### src/rtl/spawn_scheduler.sv
// spawn_scheduler: LFSR-driven countdown arming and platform-spawn request generator.
// Optional SPAWN_DIFFICULTY_EN narrows the random gap as spawn_count grows.
module spawn_scheduler #(
  parameter logic [15:0] LFSR_SEED = 16'hACE1,
  parameter logic [7:0]  MIN_GAP   = 8'd16,
  parameter logic [9:0]  X_MAX     = 10'd600
) (
  input  logic        Clk,
  input  logic        Reset,
  input  logic        enable,
  input  logic        cd_done,
  output logic        cd_load,
  output logic        cd_enable,
  output logic [7:0]  cd_seed,
  output logic        spawn_valid,
  input  logic        spawn_ready,
  output logic [9:0]  spawn_x,
  output logic [1:0]  spawn_type,
  output logic [15:0] spawn_count
);
  typedef enum logic [2:0] {IDLE, LOAD, ARM, WAIT, EMIT} state_t;
  localparam logic [15:0] SEED0 = (LFSR_SEED == 16'h0) ? 16'h0001 : LFSR_SEED;
  state_t state, state_nx;
  logic [15:0] lfsr, count_nx;
  logic [5:0] off;
  logic [8:0] gap;
  logic [9:0] raw, x_nx;
  logic hs;
  assign hs = spawn_valid & spawn_ready;
  assign count_nx = spawn_count + 16'(hs);
`ifdef SPAWN_DIFFICULTY_EN
  logic [1:0] lvl;
  assign lvl = (|count_nx[15:6]) ? 2'd3 : count_nx[5:4];
  assign off = lfsr[5:0] >> lvl;
`else
  assign off = lfsr[5:0];
`endif
  assign gap = {1'b0, MIN_GAP} + {3'b0, off};
  assign raw = lfsr[15:6];
  assign x_nx = (raw >= X_MAX) ? raw - X_MAX : raw;
  assign cd_load = state == LOAD;
  assign cd_enable = state == WAIT;
  assign spawn_valid = state == EMIT;
  always_comb begin
    state_nx = state;
    case (state)
      IDLE: state_nx = enable ? LOAD : IDLE;
      LOAD: state_nx = ARM;
      ARM:  state_nx = WAIT;
      WAIT: state_nx = !enable ? IDLE : cd_done ? EMIT : WAIT;
      EMIT: state_nx = !hs ? EMIT : enable ? LOAD : IDLE;
      default: state_nx = IDLE;
    endcase
  end
  always_ff @(posedge Clk or posedge Reset) begin
    if (Reset) begin
      state <= IDLE;
      lfsr <= SEED0;
      cd_seed <= '0;
      spawn_x <= '0;
      spawn_type <= '0;
      spawn_count <= '0;
    end else begin
      state <= state_nx;
      lfsr <= {1'b0, lfsr[15:1]} ^ (lfsr[0] ? 16'hB400 : 16'h0);
      spawn_count <= count_nx;
      if (state_nx == LOAD) cd_seed <= gap[8] ? 8'hFF : gap[7:0];
      if (state == WAIT && state_nx == EMIT) begin
        spawn_x <= x_nx;
        spawn_type <= lfsr[1:0];
      end
    end
  end
endmodule

### config.mk
export PLATFORM = sky130hd
export DESIGN_NAME = spawn_scheduler
export DESIGN_NICKNAME = d
export VERILOG_FILES = /design/src/rtl/spawn_scheduler.sv
export SDC_FILE = /design/constraint.sdc
export NUM_CORES = 1
export LEC_CHECK = 0
export CORE_AREA = 2 2 70 72
export CTS_CLUSTER_DIAMETER = 200
export DETAILED_ROUTE_END_ITERATION = 8
export DIE_AREA = 0 0 72 74
export PLACE_DENSITY = 0.85
export SYNTH_ARGS = -nofsm -noshare
export SYNTH_HDL_FRONTEND = slang
export SYNTH_SLANG_ARGS = --single-unit
export TNS_END_PERCENT = 10
### constraint.sdc
create_clock -name Clk -period 2.3 [get_ports Clk]
set_clock_uncertainty 0.05 [all_clocks]
set_input_delay 0.46 -clock Clk [delete_from_list [all_inputs] [get_ports Clk]]
set_output_delay 0.46 -clock Clk [all_outputs]
set_load 0.01 [all_outputs]
Word level (Yosys, flattened, before mapping). Cells that the tools add are included. W data, S select, Z words.

Bits in registers: 55. Input bits: 5. Output and inout bits: 39.

Add/subtract/negate cells: 3. Order comparisons: 1. Equal/unequal tests: 6. Mux-type cells: 8. Bitwise logic cells: 2. Reduce and logical (&&, ||, !) cells: 2.

Operator list (number): $add A16 B1 Y16 (1); $mux W16 (1); $xor A15 B16 Y16 (1); $pmux W3 S5 (1); $ge A10 B10 Y1 const B (1); $mux W10 (1); $sub A10 B10 Y10 const B (1); $mux W3 (3); $mux W8 (1); $add A5 B6 Y7 const A (1); $eq A3 B1 Y1 const B (2); $eq A3 B2 Y1 const B (2); $eq A3 B3 Y1 const B (2); $logic_not A3 Y1 (1); $and A1 B1 Y1 (1); $logic_and A1 B1 Y1 (1); $mux W1 (1).

Logic depth before layout (Yosys ltp).
Word-level depth: 6. Depth in mapped cells: 8. Depth with buffers taken out: 8.

Worst setup path after synthesis. OpenSTA, ideal clock, no wires.

Path type: register -> register. Start: register state[1]. End: register spawn_count[10]. Library setup time: 0.126 ns. Arrival time: 1.634 ns. Setup slack: 0.490 ns. Stages on the path, launching flop included: 9. Cells stage by stage: dfrtp_1 -> nor2_2 -> and3_1 -> ha_1 -> ha_1 -> nand2_1 -> nor3_2 -> nand4_1 -> xnor2_1.

Word-level cells in the longest chain between the ends: 3.

Ends and longest elaborated chain: from (decl) (RTL line 23) `state_t state, state_nx;`; from (signal assigned) (RTL line 64) `state <= state_nx;`; $eq A3 B3 Y1 (RTL line 43) `assign spawn_valid = state == EMIT;`; $and A1 B1 Y1 (RTL line 29) `assign hs = spawn_valid & spawn_ready;`; $add A16 B1 Y16 (RTL line 30) `assign count_nx = spawn_count + 16'(hs);`; via count_nx[10] (RTL line 24) `logic [15:0] lfsr, count_nx;`; to (signal assigned) (RTL line 66) `spawn_count <= count_nx;`; to (decl) (RTL line 19) `output logic [15:0] spawn_count`.

The timed path passes the listed nets, and every way through them passes these cells. A chain may end at the register's enable or synchronous reset.

Final worst setup path.
Start: register state[2]. End: output port cd_enable.

Word-level cells in the longest chain between the ends: 1.

Ends and longest elaborated chain: $eq A3 B2 Y1 (RTL line 42) `assign cd_enable = state == WAIT;`; to (decl) (RTL line 13) `output logic cd_enable,`.

Every way passes these cells.

==> summary.txt <==
Timing
  • Fin. Hold Viols: 0
  • Count of pins over their slew limit: 0
  • Final Cycle Share: 93.7%
  • Min Hold Slack: 0.320 ns
  • Fmax: 0.464 GHz
  • Minimum clock period: 2.15 ns
  • Final worst-path setup slack: 0.145 ns
  • Setup TNS: 0 ns
  • RSZ-0062 raised after global routing: no
  • Final Setup Violations: 0

Logic synthesis
  • Synth Area in Simple Gates: around 17%
  • Seq cells post-synth: between 50 and 60
  • Compound-Gate Fraction of Synth Area: 5.93%
  • Multiplexer share of the synthesized area: 3.95%
  • Largest family of logic cells by synthesized area: simple AND/OR/NAND/NOR gates
  • Ys Warns: 0
  • Mapped Nets: 194
  • Average cell area after synthesis: 12.0 um2
  • Post-Synthesis Cell Area: 0.00222 mm2
  • Synth Area in XOR/XNOR: just over 7%
  • Synth Area in Adders: 2.26%
  • Cells after synthesis: 185
  • Yosys cell types: 41
  • Seq/Total Area, Yosys: 61.4%

Outcome
  • Result of the run: finished, final reports clean

Routing
  • DRT iter0 DRCs: 56
  • DRC violations left: 0
  • Final wirelength: 3950 um
  • Vias per cell: 5.11
  • Detailed-route via count: 1478
  • Pre-antenna DRT Iters: 4
  • DR WL/cell: around 14 um
  • Antenna-violating nets left: 0

Clock network
  • Clock root buffer: clkbuf_8
  • Worst-skew pair later-pin latency: roughly 0.31 ns
  • Hold-fix buffers, CTS: 0
  • Post-cts gate resize count: 0
  • Clock sink count: 54
  • Total CTS buffers: 5
  • H-tree level count: 2
  • Worst-path clk slew: 0.09 ns
  • CTS tree: built
  • Clock buffer depth: 2
  • Post-CTS Setup Repair Bufs: 0

Pwr
  • Power, Total: 0.00198 W
  • Worst VDD drop: 0.394 mV
  • Total leakage power: 1.37 nW
  • PD cells: 705 mW/mm2

Worst setup path
  • Worst Setup End Kind: output port
  • Arrival @ worst endpoint: 1.64 ns
  • Critical Path Fanout Max: 8
  • Setup Crit Path Kind: flop to output port
  • Startpoint types: flop
  • Crit path largest cell delay: 0.56 ns
  • Crit path from: state[2]$_DFF_PP0_
  • Worst-path cell chain: and3b_1, clkdlybuf4s50_1
  • Reg2reg start: state[1]$_DFF_PP0_
  • CP required: approximately 1.8 ns
  • Slowest-stage cell, CP: clkdlybuf4s50_1

Placement
  • Gpl congestion: 0.806
  • Post-Place Worst Slack: about 0.095 ns
  • Hpwl dp: 2870 um
  • I/O Buffers: 42

Die
  • DIE HEIGHT: about 74 um
  • Initial Utilization: between 40% and 50%
  • # IOs: 44
  • Cell Rows: 25
  • DIE AREA: between 0.005 and 0.006 mm2
  • Core area: 0.00460 mm2
  • Die Width: 72 um

GRT
  • Antenna violations before repair: 0
  • Vias in the first global route: 1466
  • Largest net degree at the start of global routing: 55
  • First-pass GRT wire length: 6740 um
  • Gr usage total: 16.6%
  • Grt total ovfl: 0

Cells and area
  • N_diodes: 0
  • Nets: 243
  • Register area: approximately 0.0014 mm2
  • Area of the multi-input gates: 810 um2
  • Share of layout cells above drive strength 1: 15.3%
  • Area grow syn2layout: 26.4%
  • Filler instances: 386

Run
  • Maxcap violations: 0

Hold path
  • Min-Delay Path Class: flop to flop
  • Hold_sp: lfsr[7]$_DFF_PP1_
## through the flow
stage                     cells  util, %  cell area [um2]
after global routing        289     61.0             2800
final                       289     61.0             2800
after detailed placement    281     59.1             2720
after CTS                   289     61.0             2800
after global placement      281     59.1             2720
after floorplan             185        -             2220
## kinds of logic after synthesis
family | Yosys count
other | 1
muxes | 8
and+or+nand+nor | 70
xor gates and xnor gates | 18
AOI/OAI and AO/OA | 21
DFF | 54
buffers and inverters | 9
adders and majority gates | 4
## registers in the layout, summed over array words and instances, names as in the netlist
register / cells
lfsr: 16
spawn_count: 16
spawn_x: 10
cd_seed: 7
state: 3
spawn_type: 2
## final timing paths
check	to	slack (ns)	cells past startpoint
max	cd_enable	0.15	2
min	lfsr[6]$_DFF_PP1_	0.32	0
max reg2reg	spawn_count[10]$_DFF_PP0_	0.46	8
min reg2reg	lfsr[6]$_DFF_PP1_	0.32	0
max in group asynchronous	lfsr[15]$_DFF_PP1_	1.46	3
min in group asynchronous	cd_seed[2]$_DFFE_PP0N_	0.46	3
## metal layers
layer,track usage (%),wire length (um),vias up
li1,-,-,717
met1,21.6,1810,723
met2,27.4,1910,30
met3,3.25,138,8
met4,7.55,85,0
met5,0,0,-
## cell usage after synthesis
cell type / n / share of area (%)
inv_1: 6 / 1.0
and3_1: 5 / 1.4
nand3_1: 6 / 1.4
buf_4: 1 / 0.34
conb_1: 1 / 0.17
nand4_2: 1 / 0.56
mux2_2: 6 / 3.0
a2bb2oi_1: 1 / 0.40
dfrtp_1: 46 / 52
a21oi_2: 1 / 0.40
and3b_1: 1 / 0.40
nor3b_1: 1 / 0.34
o21ai_2: 1 / 0.40
o21ai_0: 6 / 1.4
mux2i_1: 2 / 0.90
and3_2: 1 / 0.34
o21a_1: 1 / 0.34
ha_1: 4 / 2.3
a22oi_1: 1 / 0.34
a21oi_1: 3 / 0.68
buf_6: 1 / 0.51
o31a_1: 1 / 0.40
buf_2: 1 / 0.23
nand3_4: 1 / 0.79
nand2_1: 30 / 5.1
dfstp_2: 8 / 9.5
nor2_1: 9 / 1.5
a211o_1: 1 / 0.40
nor4_4: 1 / 0.96
nor2_2: 2 / 0.56
nand2b_1: 3 / 0.85
or3_1: 1 / 0.28
a21o_1: 1 / 0.34
xor2_1: 10 / 4.0
o21ai_1: 4 / 0.90
nand4_1: 2 / 0.56
xnor2_1: 8 / 3.2
nand3_2: 2 / 0.90
nor3_2: 1 / 0.45
nor3_1: 2 / 0.45
and2_1: 1 / 0.28
## power by group
group          total [W]  switching (W)  internal [W]  leakage (nW)
Combinational   0.000384       0.000182      0.000202         0.620
Sequential       0.00108      0.0000621       0.00101         0.707
Clock           0.000516       0.000300      0.000215        0.0452
## worst max-delay path, delay by kind of cell (launching register included)
kind	cells	cell delay, ns
flops	1	0.47
simple gates	1	0.31
buf+inv	1	0.56
## layout by cell type (no fill, tap or decap), types with 2 or more instances in the layout
cell type	count
dfrtp_1	46
clkdlybuf4s50_1	42
nand2_1	30
xor2_1	10
nor2_1	9
xnor2_1	8
dfstp_2	8
mux2_2	6
o21ai_0	6
nand3_1	6
inv_1	5
and3_1	5
clkbuf_8	5
o21ai_1	4
ha_1	4
nand2b_1	3
a21oi_1	3
nor2_2	2
nand3_2	2
nor3_1	2
nand4_1	2
mux2i_1	2
buf_4	2
## cell type report
class                   count  area share, %
clock inverters             2          0.491
multi-input cells         122           28.9
well taps                  54           2.41
clock buffers               6           2.59
inverters                   6          0.804
repair buffers             45           16.2
flip-flops and latches     54           48.6
Note: power is estimated with default switching activity, not from simulation.
